File: src/rtl/vector_pkg.sv
// vector_pkg: shared encodings, FSM state type and legality check for the vector issue sequencer.
// Latency: not applicable (declarations only).
// Backpressure: not applicable.
package vector_pkg;

  localparam logic [1:0] MODE_VV = 2'b00;
  localparam logic [1:0] MODE_VX = 2'b01;
  localparam logic [1:0] MODE_VI = 2'b10;

  localparam logic [2:0] F3_ADD = 3'b000;
  localparam logic [2:0] F3_SUB = 3'b001;
  localparam logic [2:0] F3_MUL = 3'b010;
  localparam logic [2:0] F3_AND = 3'b011;
  localparam logic [2:0] F3_OR  = 3'b100;

  typedef enum logic [2:0] {
    IDLE = 3'd0,
    READ = 3'd1,
    EXEC = 3'd2,
    WB   = 3'd3,
    ERR  = 3'd4
  } state_t;

  // An instruction is legal only when both its mode and its operation are defined encodings.
  function automatic logic is_legal(input logic [1:0] mode, input logic [2:0] funct3);
    logic mode_ok;
    logic f3_ok;
    mode_ok = (mode == MODE_VV) || (mode == MODE_VX) || (mode == MODE_VI);
    f3_ok   = (funct3 == F3_ADD) || (funct3 == F3_SUB) || (funct3 == F3_MUL) ||
              (funct3 == F3_AND) || (funct3 == F3_OR);
    return mode_ok && f3_ok;
  endfunction

endpackage

File: src/rtl/vector_regfile.sv
// vector_regfile: NUM_VREGS x VW register file, two combinational read ports, one synchronous write port.
// Latency: reads are combinational; writes land at the clock edge.
// Backpressure: none; writeback wins over preload (the sequencer never asserts both together).
module vector_regfile #(
  parameter int NUM_VREGS = 8,
  parameter int VW        = 256,
  parameter int AW        = 3
) (
  input  logic          clk,
  input  logic          rst,
  input  logic [AW-1:0] rd_addr_a,
  input  logic [AW-1:0] rd_addr_b,
  output logic [VW-1:0] rd_data_a,
  output logic [VW-1:0] rd_data_b,
  input  logic          ld_en,
  input  logic [AW-1:0] ld_addr,
  input  logic [VW-1:0] ld_data,
  input  logic          wb_en,
  input  logic [AW-1:0] wb_addr,
  input  logic [VW-1:0] wb_data
);

  logic [VW-1:0] mem [NUM_VREGS];

  assign rd_data_a = mem[rd_addr_a];
  assign rd_data_b = mem[rd_addr_b];

  // Storage: clear on reset, otherwise take the single arbitrated write.
  always_ff @(posedge clk) begin
    if (rst) begin
      for (int i = 0; i < NUM_VREGS; i++) begin
        mem[i] <= '0;
      end
    end else if (wb_en) begin
      mem[wb_addr] <= wb_data;
    end else if (ld_en) begin
      mem[ld_addr] <= ld_data;
    end
  end

endmodule

File: src/rtl/vector_issue_seq.sv
// vector_issue_seq: single-issue sequencer; reads operands, drives registered ALU inputs, writes the result back.
// Latency: accept at edge T -> done pulse in the cycle after edge T+3; one instruction per 4 cycles.
// Backpressure: instr_ready high only in IDLE; preload honoured only in IDLE. Optional VISSUE_PERF_EN adds perf counters.
module vector_issue_seq
  import vector_pkg::*;
#(
  parameter  int VECTOR_LENGTH = 8,
  parameter  int DATA_WIDTH    = 32,
  parameter  int NUM_VREGS     = 8,
  localparam int VW            = VECTOR_LENGTH * DATA_WIDTH,
  localparam int AW            = $clog2(NUM_VREGS)
) (
  input  logic                  clk,
  input  logic                  rst,
  input  logic                  instr_valid,
  output logic                  instr_ready,
  input  logic [AW-1:0]         instr_vd,
  input  logic [AW-1:0]         instr_vs1,
  input  logic [AW-1:0]         instr_vs2,
  input  logic [DATA_WIDTH-1:0] instr_scalar,
  input  logic [1:0]            instr_mode,
  input  logic [2:0]            instr_funct3,
  input  logic                  ld_valid,
  input  logic [AW-1:0]         ld_addr,
  input  logic [VW-1:0]         ld_data,
  output logic [VW-1:0]         alu_vector_a,
  output logic [VW-1:0]         alu_vector_b,
  output logic [DATA_WIDTH-1:0] alu_scalar,
  output logic [1:0]            alu_mode,
  output logic [2:0]            alu_funct3,
  input  logic [VW-1:0]         alu_result,
  output logic                  done,
  output logic [AW-1:0]         done_vd,
  output logic                  err
`ifdef VISSUE_PERF_EN
  ,
  output logic [31:0]           perf_retired,
  output logic [15:0]           perf_errors
`endif
);

  state_t state_q;
  state_t state_d;

  logic [AW-1:0]         vd_q;
  logic [AW-1:0]         vs1_q;
  logic [AW-1:0]         vs2_q;
  logic [DATA_WIDTH-1:0] scalar_q;
  logic [1:0]            mode_q;
  logic [2:0]            funct3_q;
  logic [VW-1:0]         result_q;
  logic [VW-1:0]         rd_a;
  logic [VW-1:0]         rd_b;

  assign instr_ready = (state_q == IDLE);

  // Preload shares the write port with writeback; the two are never active in the same state.
  vector_regfile #(
    .NUM_VREGS (NUM_VREGS),
    .VW        (VW),
    .AW        (AW)
  ) u_regfile (
    .clk       (clk),
    .rst       (rst),
    .rd_addr_a (vs1_q),
    .rd_addr_b (vs2_q),
    .rd_data_a (rd_a),
    .rd_data_b (rd_b),
    .ld_en     ((state_q == IDLE) && ld_valid),
    .ld_addr   (ld_addr),
    .ld_data   (ld_data),
    .wb_en     (state_q == WB),
    .wb_addr   (vd_q),
    .wb_data   (result_q)
  );

  // State register.
  always_ff @(posedge clk) begin
    if (rst) begin
      state_q <= IDLE;
    end else begin
      state_q <= state_d;
    end
  end

  // Next state: legal instructions walk READ->EXEC->WB, illegal ones take one ERR cycle.
  always_comb begin
    state_d = state_q;
    case (state_q)
      IDLE:    if (instr_valid) state_d = is_legal(instr_mode, instr_funct3) ? READ : ERR;
      READ:    state_d = EXEC;
      EXEC:    state_d = WB;
      WB:      state_d = IDLE;
      ERR:     state_d = IDLE;
      default: state_d = IDLE;
    endcase
  end

  // Latch the instruction fields at the accepting edge.
  always_ff @(posedge clk) begin
    if (rst) begin
      vd_q     <= '0;
      vs1_q    <= '0;
      vs2_q    <= '0;
      scalar_q <= '0;
      mode_q   <= '0;
      funct3_q <= '0;
    end else if ((state_q == IDLE) && instr_valid) begin
      vd_q     <= instr_vd;
      vs1_q    <= instr_vs1;
      vs2_q    <= instr_vs2;
      scalar_q <= instr_scalar;
      mode_q   <= instr_mode;
      funct3_q <= instr_funct3;
    end
  end

  // Drive the ALU from registers, loaded once per legal instruction; B is zero unless vector-vector.
  always_ff @(posedge clk) begin
    if (rst) begin
      alu_vector_a <= '0;
      alu_vector_b <= '0;
      alu_scalar   <= '0;
      alu_mode     <= '0;
      alu_funct3   <= '0;
    end else if (state_q == READ) begin
      alu_vector_a <= rd_a;
      alu_vector_b <= (mode_q == MODE_VV) ? rd_b : '0;
      alu_scalar   <= scalar_q;
      alu_mode     <= mode_q;
      alu_funct3   <= funct3_q;
    end
  end

  // Capture the combinational ALU output one cycle after its operands settle.
  always_ff @(posedge clk) begin
    if (rst) begin
      result_q <= '0;
    end else if (state_q == EXEC) begin
      result_q <= alu_result;
    end
  end

  // Completion and error pulses, registered so they coincide with the return to IDLE.
  always_ff @(posedge clk) begin
    if (rst) begin
      done    <= 1'b0;
      done_vd <= '0;
      err     <= 1'b0;
    end else begin
      done    <= (state_q == WB);
      done_vd <= (state_q == WB) ? vd_q : '0;
      err     <= (state_q == ERR);
    end
  end

`ifdef VISSUE_PERF_EN
  // Free-running retire/error counters, wrapping naturally at their widths.
  always_ff @(posedge clk) begin
    if (rst) begin
      perf_retired <= '0;
      perf_errors  <= '0;
    end else begin
      if (state_q == WB)  perf_retired <= perf_retired + 32'd1;
      if (state_q == ERR) perf_errors  <= perf_errors + 16'd1;
    end
  end
`endif

endmodule

File: config.mk
export PLATFORM = sky130hd
export DESIGN_NAME = vector_issue_seq
export DESIGN_NICKNAME = d
export VERILOG_FILES = /design/src/rtl/vector_pkg.sv /design/src/rtl/vector_regfile.sv /design/src/rtl/vector_issue_seq.sv
export SDC_FILE = /design/constraint.sdc
export NUM_CORES = 2
export LEC_CHECK = 0
export CORE_MARGIN = 2
export CORE_UTILIZATION = 60
export CTS_CLUSTER_SIZE = 12
export DETAILED_ROUTE_END_ITERATION = 6
export DONT_BUFFER_PORTS = 1
export PLACE_DENSITY = 0.76
export SKIP_LAST_GASP = 1
export SYNTH_ARGS = -nofsm -noshare
export SYNTH_HDL_FRONTEND = slang
export SYNTH_SLANG_ARGS = --single-unit
File: constraint.sdc
create_clock -name clk -period 9.2 [get_ports clk]
set_input_delay 0.46 -clock clk [delete_from_list [all_inputs] [get_ports clk]]
set_output_delay 0.46 -clock clk [all_outputs]
set_load 0.03 [all_outputs]
## Word-level counts from Yosys, hierarchy flattened

Memory sizes are Yosys's and may differ from the RTL's. A register that Yosys moved wholly into a read port is not among the register bits.
Cells that the tools add are included.

- Bits in registers: 603
- Bits in latches: 0
- RAM bits: 2048
- Memory bits (read-only): 0
- Input bits: 565
- Output and inout port bits: 555
- Word-level logic and storage cells: 65
- Memories kept: 1

Memory list:

| name | words | width | rd ports | clocked after memory_dff | write ports | line | RTL |
|---|---|---|---|---|---|---|---|
| u_regfile.mem | 8 | 256 | 2 | 2 | 8 | vector_regfile.sv:23 | `logic [VW-1:0] mem [NUM_VREGS];` |

- Add/sub/neg operators: 0
- $mul: 0
- Div/mod/pow operators: 0
- Magnitude comparators: 0
- Eq/ne operators: 11
- Shift-type cells: 0
- Muxes and demuxes: 21
- Bitwise operators: 1
- Reductions and logical operators: 16

Operator list:

| kind | number |
|---|---|
| two-way mux 256 bit | 3 |
| OR reduction 256 bit | 2 |
| two-way mux 3 bit | 6 |
| equality test 3 x 2 -> 1 bit, second input constant | 4 |
| two-way mux 1 bit | 11 |
| case mux 3 bit (3 select lines) | 1 |
| equality test 3 x 1 -> 1 bit, second input constant | 2 |
| equality test 3 bit, second input constant | 2 |
| zero test 3 bit | 2 |
| logical OR 1 bit | 6 |
| zero test 2 bit | 2 |
| logical AND 1 bit | 3 |
| equality test 2 x 1 -> 1 bit, second input constant | 1 |
| equality test 2 bit, second input constant | 1 |
| inequality test 2 bit, second input constant | 1 |
| OR reduction 2 bit | 1 |
| inverter 1 bit | 1 |

## Logic depth before layout (Yosys ltp)

- Depth after elaboration: 9
- Depth in mapped cells: 9
- Mapped depth without buffers: 5

## By module

A second synthesis with hierarchy kept.

- Cells, all modules: 12714
- Area total of the unflattened synthesis: 148062.0 sq um

Modules (own cells, without submodules):

| module | times used | cells each | area each (sq um) | sequential area each (sq um) |
|---|---|---|---|---|
| vector_regfile | 1 | 8966 | 117824.3 | 61499.0 |
| vector_issue_seq | 1 | 3748 | 30237.8 | 17196.5 |

## Worst setup path before layout

No wires, ideal clock.

- Path type: input port to flip-flop
- From: input port rst
- To: memory u_regfile.mem[6][0] (enable)
- Setup time: 663 ps
- Data arrival time: 7347 ps
- Required time: 8537 ps
- Slack: 1190 ps
- Cell stages on the path: 7
- Path buffers: 3
- Path through: buf_2 and4bb_1 nor2b_1 clkbuf_1 a31oi_1 buf_2 nand2b_1

RTL lines:

| what | line | RTL |
|---|---|---|
| from (decl) | vector_issue_seq.sv:14 | `input logic rst,` |
| to (decl) | vector_regfile.sv:23 |  |

==> reports/results.tsv <==
metric	value	unit
result of the run	complete, but fails checks	
failing checks	DRC	
CTS Buf Count	318	
number of setup violations in the final report	0	
worst setup path startpoint	state_q[2]$_SDFFE_PP0P_	
Hold Vio Cnt, Final	0	
effective utilization at floorplan	60.5	%
Syn Std Cell Area	133000	um2
worst reg2reg path endpoint	u_regfile.mem[3][190]$_SDFFCE_PN0P_	
clock insertion delay at the later pin of the skew report	0.99	ns
routed via count divided by cell count	7.05	
Tightest Pin Transition	1.33	ns
total number of H-tree levels	5	
Layout Area Growth over Synthesis	14.2	%
DR DRC count	2	
Core ar.	220000	um2
CTS Root Buffer Type	sky130_fd_sc_hd__clkbuf_16	
largest net degree at the start of global routing	541	
worst min-delay path class	input pin to flip-flop	
clock-pin slew of the registers on the worst-case setup and hold paths	0.06	ns
RSZ-0062 raised after global routing	no	
Final period util	52.4	%
Critical Path Start Type	flip-flop	
FILL cells	14300	
largest buffer count on any clock path	4	
total via count in the routed design	102000	
final worst clock skew	0.0827	ns
peak fanout along the critical path	85	
synthesized instance count	10900	
number of synthesized register bits	2910	
hold buffers post-CTS	766	
num ports	1120	
crit-path cells	or3_1 > nor2_8 > a32oi_4 > buf_4 > nand2b_4 > buf_12 > buf_4	
Ys Warns	0	
first-pass GRT wire length	668000	um
Avg Synthesized Cell Area	12.3	um2
max-cap check violation count	0	
highest clock frequency the design can meet	207	MHz
total routed wirelength	470000	um
post-synthesis cell type count	40	
count of cells resized by post-cts repair	0	
required time at the worst-slack endpoint	9.77	ns
Critical Path Slowest Stage Cell	sky130_fd_sc_hd__nand2b_4	
cell row count	172	
syn nets	11400	
port bufs	0	
total count of max-transition violations in the final report	0	
number of DRC markers in iteration 0	15800	
Power per Cell Area	209	nW/um2
last weighted congestion value of the routability-driven placer	0.858	
worst path arrival time	5.39	ns
number of global-route vias before repair	102000	
startpoint of the most critical register-to-register path	state_q[2]$_SDFFE_PP0P_	
leakage component of the power	49.3	nW
register-to-register setup slack	4.38	ns
gr usage total	40.5	%
number of sinks handled by clock tree synthesis	2910	
antenna violations before repair	46	
fraction of layout instances using a drive strength above 1	13.5	%
logic depth of the worst register-to-register path	7	
worst setup path endpoint	u_regfile.mem[3][190]$_SDFFCE_PN0P_	
most frequent cell on the critical path	sky130_fd_sc_hd__buf_4	
largest incremental delay on the critical path	0.83	ns
Antenna Nets Post-Route	0	
detailed-routing iteration count for the pre-antenna-repair pass	7	
CTS tree	built	
leftover overflow at the end of global routing	0	
CP Class	flip-flop to flip-flop	
kind of end point of the critical path	flip-flop	
sequential share of the synthesized area	59.2	%
Vert. Die Dim	475	um
post-detailed-route wirelength per cell	32.6	um
Net count, final	11700	
final worst hold slack	0.0631	ns
maximum ir drop on the vdd rail	0.185	mV
post-CTS repair timing setup buffer count	0	
Sum Neg Setup Slack	0	ns
horizontal die dimension	475	um
sum of net half-perimeters after detailed placement	242000	um
fin crit period	4.82	ns
Max-Slew Margin vs Limit	10.2	%
area of the die	226000	um2
[final cells by class]
cell class | instances | area (um2) | share of cell area [%]
Antenna cell | 36 | 90.1 | 0.0593
Clock buffer | 504 | 9440 | 6.21
Clock inverter | 51 | 368 | 0.242
Inverter | 2 | 7.51 | 0.00494
Multi-Input combinational cell | 7014 | 50200 | 33.0
Sequential cell | 2910 | 78800 | 51.8
Tap cell | 2958 | 3700 | 2.43
Timing Repair Buffer | 921 | 9390 | 6.18
[cell families (layout without fill, tap and decap cells)]
logic type / Yosys count / in the layout / synth area share [%]
and+or+nand+nor: 3802 / 3802 / 11.3
AOI/OAI and AO/OA: 1593 / 1593 / 7.61
DFF: 2910 / 2910 / 59.2
muxes: 1618 / 1618 / 18.6
other: 0 / 36 / 0
buffers and inverters: 941 / 1478 / 3.29
xor gates and xnor gates: 1 / 1 / 0.00658
[how the worst min path moves through the flow]
stage	startpoint	depth (start not counted)	slack (ns)	endpoint
4_1_cts	ld_data[12]	2	0.009	u_regfile.mem[5][12]$_SDFFCE_PN0P_
5_1_grt	ld_data[12]	2	0.06	u_regfile.mem[5][12]$_SDFFCE_PN0P_
2_1_floorplan	funct3_q[2]$_SDFFE_PP0P_	2	0.43	alu_funct3[2]$_SDFFE_PP0P_
3_3_place_gp	funct3_q[2]$_SDFFE_PP0P_	2	0.44	alu_funct3[2]$_SDFFE_PP0P_
3_5_place_dp	scalar_q[13]$_SDFFE_PP0P_	2	0.44	alu_scalar[13]$_SDFFE_PP0P_
6_report	ld_data[12]	2	0.06	u_regfile.mem[5][12]$_SDFFCE_PN0P_
[cell usage in the layout (no fill, tap or decap), types with 232 or more instances in the layout]
| cell | count |
|---|---|
| sky130_fd_sc_hd__a21oi_1 | 575 |
| sky130_fd_sc_hd__a22oi_1 | 337 |
| sky130_fd_sc_hd__clkbuf_16 | 325 |
| sky130_fd_sc_hd__dfxtp_1 | 856 |
| sky130_fd_sc_hd__dlygate4sd3_1 | 765 |
| sky130_fd_sc_hd__edfxtp_1 | 2048 |
| sky130_fd_sc_hd__mux2i_1 | 695 |
| sky130_fd_sc_hd__mux2i_2 | 232 |
| sky130_fd_sc_hd__mux4_2 | 608 |
| sky130_fd_sc_hd__nand2_1 | 833 |
| sky130_fd_sc_hd__nor2_1 | 2572 |
[per-layer routing]
layer	vias up	wire, um	part of all wire (%)	global-route usage, %
li1	40500	-	-	-
met3	2136	73100	16	14.1
met5	-	256	0.054	0.151
met4	34	36500	7.8	27.9
met1	49600	148000	31	47.9
met2	9307	212000	45	62.3
[worst max-delay path, delay by kind of cell, from the launching register on]
kind / cells / cell delay, ns
flops: 1 / 0.39
simple gates: 3 / 2.07
buf+inv: 3 / 1.57
compound gates: 1 / 0.20
[metrics by stage]
| stage | std cells | util [%] | area (um2) | worst slack, ns | power (mW) |
|---|---|---|---|---|---|
| after detailed placement | 13000 | 61.0 | 134000 | 4.40 | 19.2 |
| after global routing | 14400 | 69.0 | 152000 | 4.31 | 32.4 |
| after CTS | 14400 | 69.0 | 152000 | 4.48 | 31.5 |
| after floorplan | 10900 | - | 133000 | 1.19 | 18.1 |
| final | 14400 | 69.0 | 152000 | 4.38 | 31.8 |
| after global placement | 13000 | 61.0 | 134000 | 4.41 | 19.1 |
[Yosys cell counts (all sizes together)]
cell type     n  share of area (%)
nor3        178               0.68
or3b          1             0.0066
nor2b        88               0.41
and2          6              0.028
o21ai       162               0.61
a21oi       575                2.2
nand2       835                2.4
mux2i       927                7.6
nor4          3              0.014
edfxtp     2048                 46
buf         471                2.0
nor2       2575                7.3
o31a         81               0.53
and4bb        1             0.0094
a32oi       104               0.68
a211oi        1             0.0056
o211ai      153               0.86
clkbuf      468                1.3
a22oi       340                1.9
mux2         83               0.70
nor3b         1             0.0094
xnor2         1             0.0066
o22ai       174               0.82
o21a          1             0.0056
or3           1             0.0047
mux4        608                 10
inv           2             0.0056
dfxtp       862                 13
a31oi         2             0.0094
nand2b      112               0.53
nor4b         1             0.0066
[power breakdown]
group / total (mW) / internal, mW / switching, mW
Combinational: 4.01 / 1.48 / 2.53
Clock: 12.3 / 7.06 / 5.20
Sequential: 15.5 / 14.6 / 0.863
Total: 31.8 / 23.2 / 8.59
[flip-flops by register name, indices dropped and copies added, names as in the netlist, 32 cells and up, named ones only]
name           flops
alu_vector_a     256
alu_vector_b     256
result_q         256
scalar_q          32
u_regfile.mem   2048
alu_scalar        32
No activity file was read; power rests on OpenSTA's default activity.
